<file path="src/rtl/tsv_shift_tx.sv">
// TSV transmitter with shift-based spare repair: a scan maps DATA_W logical bits onto
// DATA_W+2 physical TSVs around faulty ones, then drives data through that mapping.
module tsv_shift_tx #(
    parameter int DATA_W = 7
) (
    input  logic                  clk,
    input  logic                  rst_n,
    input  logic                  cfg_start,
    input  logic [DATA_W+1:0]     fault_map,
    input  logic                  in_valid,
    output logic                  in_ready,
    input  logic [DATA_W-1:0]     data_in,
    output logic [DATA_W+1:0]     tsv_out,
    output logic                  tsv_valid,
    output logic [3*DATA_W-1:0]   ctrl_flags,
    output logic                  cfg_done,
    output logic                  cfg_fail
);

    localparam int TSV_W = DATA_W + 2;
    localparam int IDX_W = $clog2(TSV_W);
    localparam int B_W   = $clog2(DATA_W + 1);

    typedef enum logic [1:0] {IDLE, SCAN, RUN, FAIL} state_t;

    state_t                 state;
    state_t                 state_nxt;
    logic                   done_nxt;
    logic                   load_cfg;
    logic                   bits_left;
    logic                   last_idx;
    logic                   accept;

    logic [TSV_W-1:0]       fmap;
    logic [IDX_W-1:0]       idx;
    logic [B_W-1:0]         b;
    logic [1:0]             s;
    logic [2*DATA_W-1:0]    shift_q;

    logic                   done_p1;
    logic [TSV_W-1:0]       tsv_word_p1;
    logic                   vld_p1;

    // Place each logical bit on TSV i+s_i; TSVs carrying no bit are driven 0.
    function automatic logic [TSV_W-1:0] map_word(input logic [DATA_W-1:0]   d,
                                                  input logic [2*DATA_W-1:0] sh);
        logic [TSV_W-1:0] w;
        w = '0;
        for (int i = 0; i < DATA_W; i++) begin
            w[i + int'(sh[2*i +: 2])] = d[i];
        end
        return w;
    endfunction

    assign load_cfg  = cfg_start && (state != SCAN);
    assign bits_left = (b < B_W'(DATA_W));
    assign last_idx  = (idx == IDX_W'(TSV_W - 1));
    assign accept    = in_valid && (state == RUN);

    always_ff @(posedge clk or negedge rst_n) begin
        if (!rst_n) begin
            state <= IDLE;
        end else begin
            state <= state_nxt;
        end
    end

    always_comb begin
        state_nxt = state;
        done_nxt  = 1'b0;
        case (state)
            IDLE, RUN, FAIL: begin
                if (cfg_start) state_nxt = SCAN;
            end
            SCAN: begin
                // A third counted fault would need shift 3, which the 3-input mux cannot select.
                if (fmap[idx] && bits_left && (s == 2'd2)) begin
                    state_nxt = FAIL;
                end else if (last_idx) begin
                    state_nxt = RUN;
                    done_nxt  = 1'b1;
                end
            end
            default: state_nxt = IDLE;
        endcase
    end

    always_ff @(posedge clk or negedge rst_n) begin
        if (!rst_n) begin
            fmap    <= '0;
            idx     <= '0;
            b       <= '0;
            s       <= '0;
            shift_q <= '0;
        end else if (load_cfg) begin
            fmap    <= fault_map;
            idx     <= '0;
            b       <= '0;
            s       <= '0;
            shift_q <= '0;
        end else if (state == SCAN) begin
            idx <= idx + IDX_W'(1);
            if (bits_left) begin
                if (fmap[idx]) begin
                    s <= s + 2'd1;
                end else begin
                    shift_q[2*b +: 2] <= s;
                    b                 <= b + B_W'(1);
                end
            end
        end
    end

    // Stage p1: registered TSV drive, valid flag and scan-done pulse.
    always_ff @(posedge clk or negedge rst_n) begin
        if (!rst_n) begin
            tsv_word_p1 <= '0;
            vld_p1      <= 1'b0;
            done_p1     <= 1'b0;
        end else begin
            vld_p1  <= accept;
            done_p1 <= done_nxt;
            if (accept) tsv_word_p1 <= map_word(data_in, shift_q);
        end
    end

    always_comb begin
        ctrl_flags = '0;
        if (state == RUN) begin
            for (int i = 0; i < DATA_W; i++) begin
                ctrl_flags[3*i +: 3] = 3'b001 << shift_q[2*i +: 2];
            end
        end
    end

    assign in_ready  = (state == RUN);
    assign cfg_fail  = (state == FAIL);
    assign cfg_done  = done_p1;
    assign tsv_out   = tsv_word_p1;
    assign tsv_valid = vld_p1;

endmodule

</file>
<file path="config.mk">
export PLATFORM = sky130hd
export DESIGN_NAME = tsv_shift_tx
export DESIGN_NICKNAME = d
export VERILOG_FILES = /design/src/rtl/tsv_shift_tx.sv
export SDC_FILE = /design/constraint.sdc
export NUM_CORES = 1
export LEC_CHECK = 0
export ABC_AREA = 0
export CAP_MARGIN = 20
export CORE_MARGIN = 3
export CORE_UTILIZATION = 40
export CTS_BUF_LIST = sky130_fd_sc_hd__clkbuf_8
export CTS_CLUSTER_DIAMETER = 120
export CTS_CLUSTER_SIZE = 14
export DETAILED_ROUTE_END_ITERATION = 12
export DONT_BUFFER_PORTS = 1
export SYNTH_ARGS = -nofsm -noshare
export SYNTH_HDL_FRONTEND = slang
export SYNTH_SLANG_ARGS = --single-unit
</file>
<file path="constraint.sdc">
create_clock -name clk -period 6.1 [get_ports clk]
set_input_delay 0.915 -clock clk [delete_from_list [all_inputs] [get_ports clk]]
set_output_delay 0.915 -clock clk [all_outputs]
set_load 0.02 [all_outputs]
</file>
# == Word level (Yosys, flattened, before mapping) ==
# Index checks and enable logic that the tools add are counted.
# W data, S select, Z words.
# word_totals
input_bits,20
reg_bits,45
out_inout_bits,34
word_cells,118
# op_classes
mux,45
eq_ne,9
reduce_logical,19
n_shift,9
add_sub_neg,10
bitwise,1
order_cmp,16
# op_table
cell,count
$mux W14,4
$bwmux W9,6
$neg A4 Y34,1
$shift A2 B34 Y14 const A,1
$shiftx A2 B34 Y14,1
$demux W1 S4,6
$mux W21,1
$shl A1 B2 Y3 const A,7
$lt A4 B5 Y1 const B,4
$lt A3 B5 Y1 const B,3
$bwmux W14,1
$mux W2,7
$add A3 B2 Y4 const A,3
$ge A4 B1 Y1 const B,3
$mux W3,4
$logic_and A1 B1 Y1,11
$mux W1,11
$and A9 B4 Y9,1
$ge A3 B1 Y1 const B,3
$mux W4,2
$add A2 B2 Y3 const A,2
$eq A2 B2 Y1 const B,3
$reduce_and A3 Y1,2
$reduce_bool A2 Y1,3
18 further kinds,19

# == Longest topological paths before layout ==
# Gate-level depths: netlist of run 1.
# logic_depth
ltp_word,11
mapped_depth,7
depth_no_buf,7

# == Worst setup path before layout of run 1 ==
# OpenSTA, ideal clock, no wires.
# synth_path
kind,reg2out
start,reg state[0]
end,out ctrl_flags[0]
path_slack_ns,3.915
n_path_buf,1
path_stages_with_launch,4
required_time_ns,5.185
arrival_time_ns,1.270
cell_sequence,dfrtp_1 -> nand2b_1 -> clkbuf_1 -> nor3_1
# synth_between
elab_chain_len,2
# synth_rtl
element,line,source
from (decl),26,state_t state;
from (signal assigned),64,state <= state_nxt;
$eq A2 B2 Y1,129,if (state == RUN) begin
$mux W21,129,
to (decl),15,"output logic [3*DATA_W-1:0] ctrl_flags,"
# No other way between the ends.

# == Worst setup path after layout of run 1 ==
# layout_path
start,reg state[0]
end,out ctrl_flags[13]
# layout_between
elab_chain_len,2
# layout_rtl
element,line,source
$eq A2 B2 Y1,--,
via in_ready,11,"output logic in_ready,"
$mux W21,129,
# The timed path passes the listed nets, and every way through them passes these cells.

==> results of run 1 <==
worst min path at each step:
stage | startpoint | endpoint | slack [ns] | depth (start not counted)
floorplan | fmap[8] | fmap[8] | 0.47 | 1
global placement | fmap[4] | fmap[4] | 0.49 | 1
detailed placement | fmap[4] | fmap[4] | 0.50 | 1
CTS | rst_n | fmap[1] | 0.29 | 0
global route | rst_n | tsv_out[4] | 0.28 | 0
finish | rst_n | state[0] | 0.30 | 0
per-layer routing:
layer / wire length, um / up-vias
met5: 0 / -
met2: 2880 / 49
met1: 2730 / 1018
met4: 44 / 0
li1: - / 1062
met3: 295 / 4
power groups by stage:
| stage | Combinational [mW] | Sequential (mW) | Clock [mW] |
|---|---|---|---|
| final | 0.672 | 0.600 | 0.184 |
| after detailed placement | 0.676 | 0.608 | 0 |
| after floorplan | 0.599 | 0.543 | 0 |
| after global placement | 0.661 | 0.605 | 0 |
| after CTS | 0.680 | 0.602 | 0.194 |
| after global routing | 0.767 | 0.626 | 0.206 |
worst register-to-register path: stages, from the launching register on:
cell and delay (ns):
dfrtp_1 0.42, nand2b_1 0.42, inv_1 0.42, nand2_1 0.38, inv_1 0.18, mux2_2 0.34
cell usage in the layout (no fill, tap or decap), types with 2 or more instances in the layout:
| cell | count |
|---|---|
| o211ai_1 | 2 |
| nor3b_1 | 4 |
| clkinvlp_4 | 2 |
| inv_1 | 20 |
| and2_1 | 9 |
| clkbuf_8 | 5 |
| mux2i_1 | 20 |
| nor4bb_1 | 2 |
| ha_1 | 20 |
| nand2b_1 | 7 |
| dfrtp_1 | 45 |
| o21ai_0 | 21 |
| mux2_2 | 10 |
| nand3_1 | 13 |
| a21oi_1 | 6 |
| nand4_1 | 8 |
| nand2_1 | 46 |
| a31oi_1 | 2 |
| nor3_1 | 7 |
| nor2_1 | 16 |
| nor2b_1 | 7 |
| o32ai_1 | 4 |
| o22ai_1 | 2 |
cells by family (layout without fill, tap and decap cells):
group | count (synthesis) | count (layout) | synth area share, %
AND/OR/NAND/NOR | 127 | 127 | 22.8
flip-flops | 45 | 45 | 39.8
multiplexers | 32 | 32 | 12.4
XOR/XNOR | 1 | 1 | 0.309
AO/OA/AOI/OAI | 49 | 49 | 11.7
adder cells (fa/ha/maj) | 20 | 20 | 8.83
buffers and inverters | 30 | 27 | 4.24
per-stage QoR:
| stage | cells | hold WS, ns | util (%) | worst slack (ns) | power [mW] |
|---|---|---|---|---|---|
| floorplan | 304 | 0.473 | - | 3.91 | 1.14 |
| global placement | 389 | 0.485 | 42.5 | 3.62 | 1.27 |
| global route | 397 | 0.276 | 43.8 | 3.07 | 1.60 |
| finish | 397 | 0.304 | 43.8 | 3.29 | 1.46 |
| CTS | 397 | 0.288 | 43.8 | 3.22 | 1.48 |
| detailed placement | 389 | 0.496 | 42.5 | 3.56 | 1.28 |
sequential cells by signal, indices dropped and copies added (netlist names), 2 cells and up:
signal / count
shift_q: 14
fmap: 9
tsv_out: 9
idx: 4
b: 3
s: 2
state: 2
cell type report:
class	instances	area share, %
sequential	45	37.6
clock inverter	3	0.627
clock buffer	5	2.30
tap	96	4.02
inverter	19	2.38
multi-input combinational	229	53.0
==> key figures, run 1 <==
Run status
  • Result of the run: finished, final reports clean

Timing
  • Post-layout min period: 2.81 ns
  • Final setup viols: 0
  • Worst slew pin tran: 0.988 ns
  • Final hold violations: 0
  • Slew Viols, Final: 0
  • Slew headroom: 34.0%
  • Fmax: 0.356 GHz
  • RSZ-0062 raised after global routing: false
  • Crit share post-route: 46.1%
  • Final setup TNS: 0 ns
  • Clock Skew: 0.00933 ns

Power and ir drop
  • Maximum vdd drop: 0.000242 V
  • P_int: 804 uW
  • Leak: 1.40 nW
  • Seq pwr share: 41.2%
  • Cell Pwr Density: 487 mW/mm2
  • Switching power: 653 uW
  • Switch share: 44.8%
  • Clock Power Share: 12.7%
  • Combinational share of power: 46.1%

Global route
  • First-pass GRT wire length: 10,100 um
  • Met3 Resource Use GR: 3.60%
  • Pin count of the biggest net entering global routing: 46
  • Met2 Use GR: 25.1%
  • Vias in the first global route: 2,026
  • GRT Util Overall: 14.9%
  • Antenna violations before repair: 0
  • Met1 Usage GRT: 19.5%
  • Top Usage Layer GRT: met2
  • GRT overflow: 0

Critical path
  • R2r setup slk: 3.83 ns
  • Worst path required time: 5.18 ns
  • Crit Path Class: reg2out
  • Worst R2R Start: state[0]
  • Worst Path Max Fanout: 15
  • Critical path's slowest cell: nand2b_1
  • Critical path data arrival time: 1.90 ns
  • CP endpoint kind: primary output
  • Register-to-Register Path Depth: 5
  • CP Depth: 3
  • Crit path to: ctrl_flags[13]
  • Crit start category: flop
  • Crit path buffers/inverters: 1
  • Critical path's top delay family: simple AND/OR/NAND/NOR gates
  • Reg2Reg Capture Point: tsv_out[3]
  • Critical Path Start: state[0]
  • Crit-path max cell delay: 0.50 ns
  • Crit-path cells: nand2b_1 > inv_1 > and3_1

CTS
  • Root buffer cell: clkbuf_8
  • H-tree depth: 2
  • Postcts setup bufs: 0
  • Clock latency on the worst-skew pair: 0.30 ns
  • Sink Count: 45
  • Clock transition at path regs: 0.09 ns
  • CTS resizes: 0
  • Largest buffer count on any clock path: 2
  • Hold Buf Count CTS: 0
  • TritonCTS clock tree: built
  • TritonCTS buffer count: 5

Layout
  • Filler cell count: 697
  • Fin nets: 340
  • Area Growth Syn to Fin: 5.61%
  • Layout cells sized above 1: 7.97%
  • Sequential cell area: 0.00113 mm2
  • Multi-input logic area: 0.00159 mm2
  • Final instance area: 0.00299 mm2
  • N_diodes: 0

Routing
  • DRC: 0
  • Via count: 2,133
  • DR vias/cell: 5.37
  • Initial detailed-routing violation count: 123
  • Remaining antenna violation count after routing: 0
  • WL final: 5940 um
  • Routed length per instance: 15.0 um
  • 1st-pass router iterations: 4

Floorplanning
  • Die Area: 0.00813 mm2
  • I/O pins: 54
  • Placeable core area: 0.00683 mm2
  • Row count: 30
  • Die height: 90.2 um
  • Die width: 90.2 um
  • Initial core utilization: 41.5%

Yosys
  • Dominant cell type by area after synthesis: dfrtp_1
  • Seq cells post-synth: 45
  • Main synth FF type: dfrtp_1
  • Synth Warn #: 0
  • Top-area cell type share of the netlist area: 39.8%
  • Post-synth EDFFs: 0
  • Ys async rst share: 100%
  • Most common cell in the synthesized netlist: nand2_1
  • Synth Cell Area: 0.00283 mm2
  • Commonest cells post-synth: 46 x nand2_1, 45 x dfrtp_1, 21 x o21ai_0
  • Unique masters post-synth: 47
  • Mean Syn Cell Area: 9.32 um2
  • Syn Nets: 344
  • Cells after Synth: 304
  • Sequential element share of the synthesized area: 39.8%
  • Ranking of synthesized cells by area: dfrtp_1 40%, ha_1 8.8%, mux2i_1 7.1%

Place
  • DP Wirelength: 4450 um
  • Final Wtd Congestion: 0.783
  • IO Port Bufs: 0
  • Post-DP Area: 0.00290 mm2

Worst hold path
  • Worst hold path class: in2async

Flow run
  • Max cap viols: 0
Power figures use the tool's default switching activity.
==> inputs of run 2 (changes only) <==
==> constraint.sdc (replaced) <==
create_clock -name clk -period 2.5 [get_ports clk]
set_input_delay 0.375 -clock clk [delete_from_list [all_inputs] [get_ports clk]]
set_output_delay 0.375 -clock clk [all_outputs]
set_load 0.02 [all_outputs]
==> key figures, run 2 (same netlist as run 1, synthesis figures left out) <==
Critical path
  • Worst R2R Start: b[0]
  • Crit-path max cell delay: 0.49 ns
  • CP endpoint kind: flop
  • Crit-path cells: inv_1 > ha_1 > ha_1 > nor4b_1 > nand3_1 > a211o_1 > mux2i_1
  • Most used cell, CP: ha_1
  • Critical path data arrival time: 2.34 ns
  • Crit start category: flop
  • Worst path required time: 2.72 ns
  • Crit Path Class: reg2reg
  • Register-to-Register Path Depth: 7
  • R2r setup slk: 0.39 ns
  • Critical path's slowest cell: dfrtp_1
  • Worst Path Max Fanout: 8
  • Reg2Reg Capture Point: shift_q[1]

Layout
  • Filler cell count: 665
  • Largest register FFs: 14
  • Sequential cell area: 0.00113 mm2
  • Commonest non-fill, non-tap cell in the layout: nand2_1
  • N_diodes: 0
  • Fin nets: 354
  • Multi-input logic area: 0.00159 mm2
  • Most flop-heavy register: shift_q
  • Area Growth Syn to Fin: 11.1%
  • Layout cells sized above 1: 12.1%
  • Most frequent cells in the layout: 46 x nand2_1, 45 x dfrtp_1, 21 x o21ai_0
  • Final instance area: 0.00315 mm2

Global route
  • Antenna violations before repair: 0
  • Met2 Use GR: 26.2%
  • Vias in the first global route: 2,114
  • Met3 Resource Use GR: 3.51%
  • GRT overflow: 0
  • GRT Util Overall: 15.3%
  • Met1 Usage GRT: 19.6%
  • Top Usage Layer GRT: met2
  • Pin count of the biggest net entering global routing: 46
  • First-pass GRT wire length: 10,300 um

Worst hold path
  • Hold EP: idx[1]
  • Min-delay src: cfg_start
  • Hold Path Depth: 1
  • Worst hold path class: in2reg

Timing
  • Final setup TNS: 0 ns
  • Slew headroom: 37.3%
  • Fmax: 0.473 GHz
  • RSZ-0062 raised after global routing: false
  • Post-layout min period: 2.11 ns
  • Worst setup margin: 0.388 ns
  • Final setup viols: 0
  • Final hold violations: 0
  • Worst slew pin tran: 0.938 ns
  • Crit share post-route: 84.5%
  • Slew Viols, Final: 0
  • Clock Skew: 0.0105 ns
  • Hold WS: 0.171 ns

Routing
  • WL final: 6190 um
  • Initial detailed-routing violation count: 61
  • DRC: 0
  • DR vias/cell: 5.27
  • Via count: 2,167
  • 1st-pass router iterations: 4
  • Remaining antenna violation count after routing: 0
  • Routed length per instance: 15.0 um

Floorplanning
  • Initial core utilization: 41.5%
  • Die width: 90.2 um
  • Die height: 90.2 um
  • Placeable core area: 0.00683 mm2
  • Die Area: 0.00813 mm2
  • I/O pins: 54
  • Row count: 30

Place
  • IO Port Bufs: 0
  • Final Wtd Congestion: 0.823
  • Pre-CTS WS: 0.410 ns
  • Post-DP Area: 0.00299 mm2
  • DP Wirelength: 4600 um

Flow run
  • Max cap viols: 0

Power and ir drop
  • Leak: 1.50 nW
  • Maximum vdd drop: 0.000534 V
  • Total power: 3.73 mW
  • Cell Pwr Density: 1190 mW/mm2

CTS
  • Clock transition at path regs: 0.10 ns
  • Sink Count: 45
  • TritonCTS buffer count: 5
  • Largest buffer count on any clock path: 2
  • Hold Buf Count CTS: 2
  • CTS resizes: 0
  • Root buffer cell: clkbuf_8
  • TritonCTS clock tree: built
  • H-tree depth: 2
  • Clock latency on the worst-skew pair: 0.30 ns
  • Postcts setup bufs: 0

Run status
  • Result of the run: finished, final reports clean
-- run 2: cell types whose count changed in the layout (fill, tap and decap cells not counted), sizes merged --
| cell | before | now |
|---|---|---|
| dlygate4sd3 | 0 | 1 |
| clkinv | 0 | 1 |
| buf | 0 | 13 |
| inv | 20 | 19 |
| clkinvlp | 2 | 1 |
| bufinv | 0 | 1 |
-- run 2: routing by layer --
layer / up-vias / wire, um
met5: - / 0
met4: 0 / 51
met3: 6 / 260
met2: 52 / 3030
met1: 1020 / 2850
li1: 1089 / -
-- run 2: worst max-delay path by stage --
stage                             to  cells past startpoint  slack [ns]  from
after floorplan           shift_q[0]                      7        0.56  b[0]
after global placement    shift_q[1]                      7        0.48  b[0]
after detailed placement  shift_q[1]                      7        0.41  b[0]
after CTS                 shift_q[1]                      7        0.40  b[0]
after global routing      shift_q[1]                      7        0.27  b[0]
final                     shift_q[1]                      7        0.39  b[0]
-- run 2: metrics by stage --
step / util, % / instances
after floorplan: - / 304
after global placement: 43.8 / 401
after detailed placement: 43.8 / 401
after CTS: 46.1 / 411
after global routing: 46.1 / 411
final: 46.1 / 411
-- run 2: worst max-delay path: cells and delay by family, from the launching register on --
family	cells	cell delay [ns]
flops	1	0.49
simple gates	2	0.41
buf+inv	1	0.10
mux	1	0.18
fa+ha+maj	2	0.55
compound gates	1	0.32
-- run 2: power breakdown --
group	switching, mW	internal (mW)	total [mW]
clock	0.269	0.300	0.568
combinational	0.928	0.771	1.70
sequential	0.440	1.02	1.46
-- run 2: area by class of cell --
class                           instances  area share [%]
Clock buffer                            5            2.19
Clock inverter                          3            1.47
Inverter                               19            2.27
Multi-Input combinational cell        229            50.4
Sequential cell                        45            35.8
Tap cell                               96            3.82
Timing Repair Buffer                   14            4.06
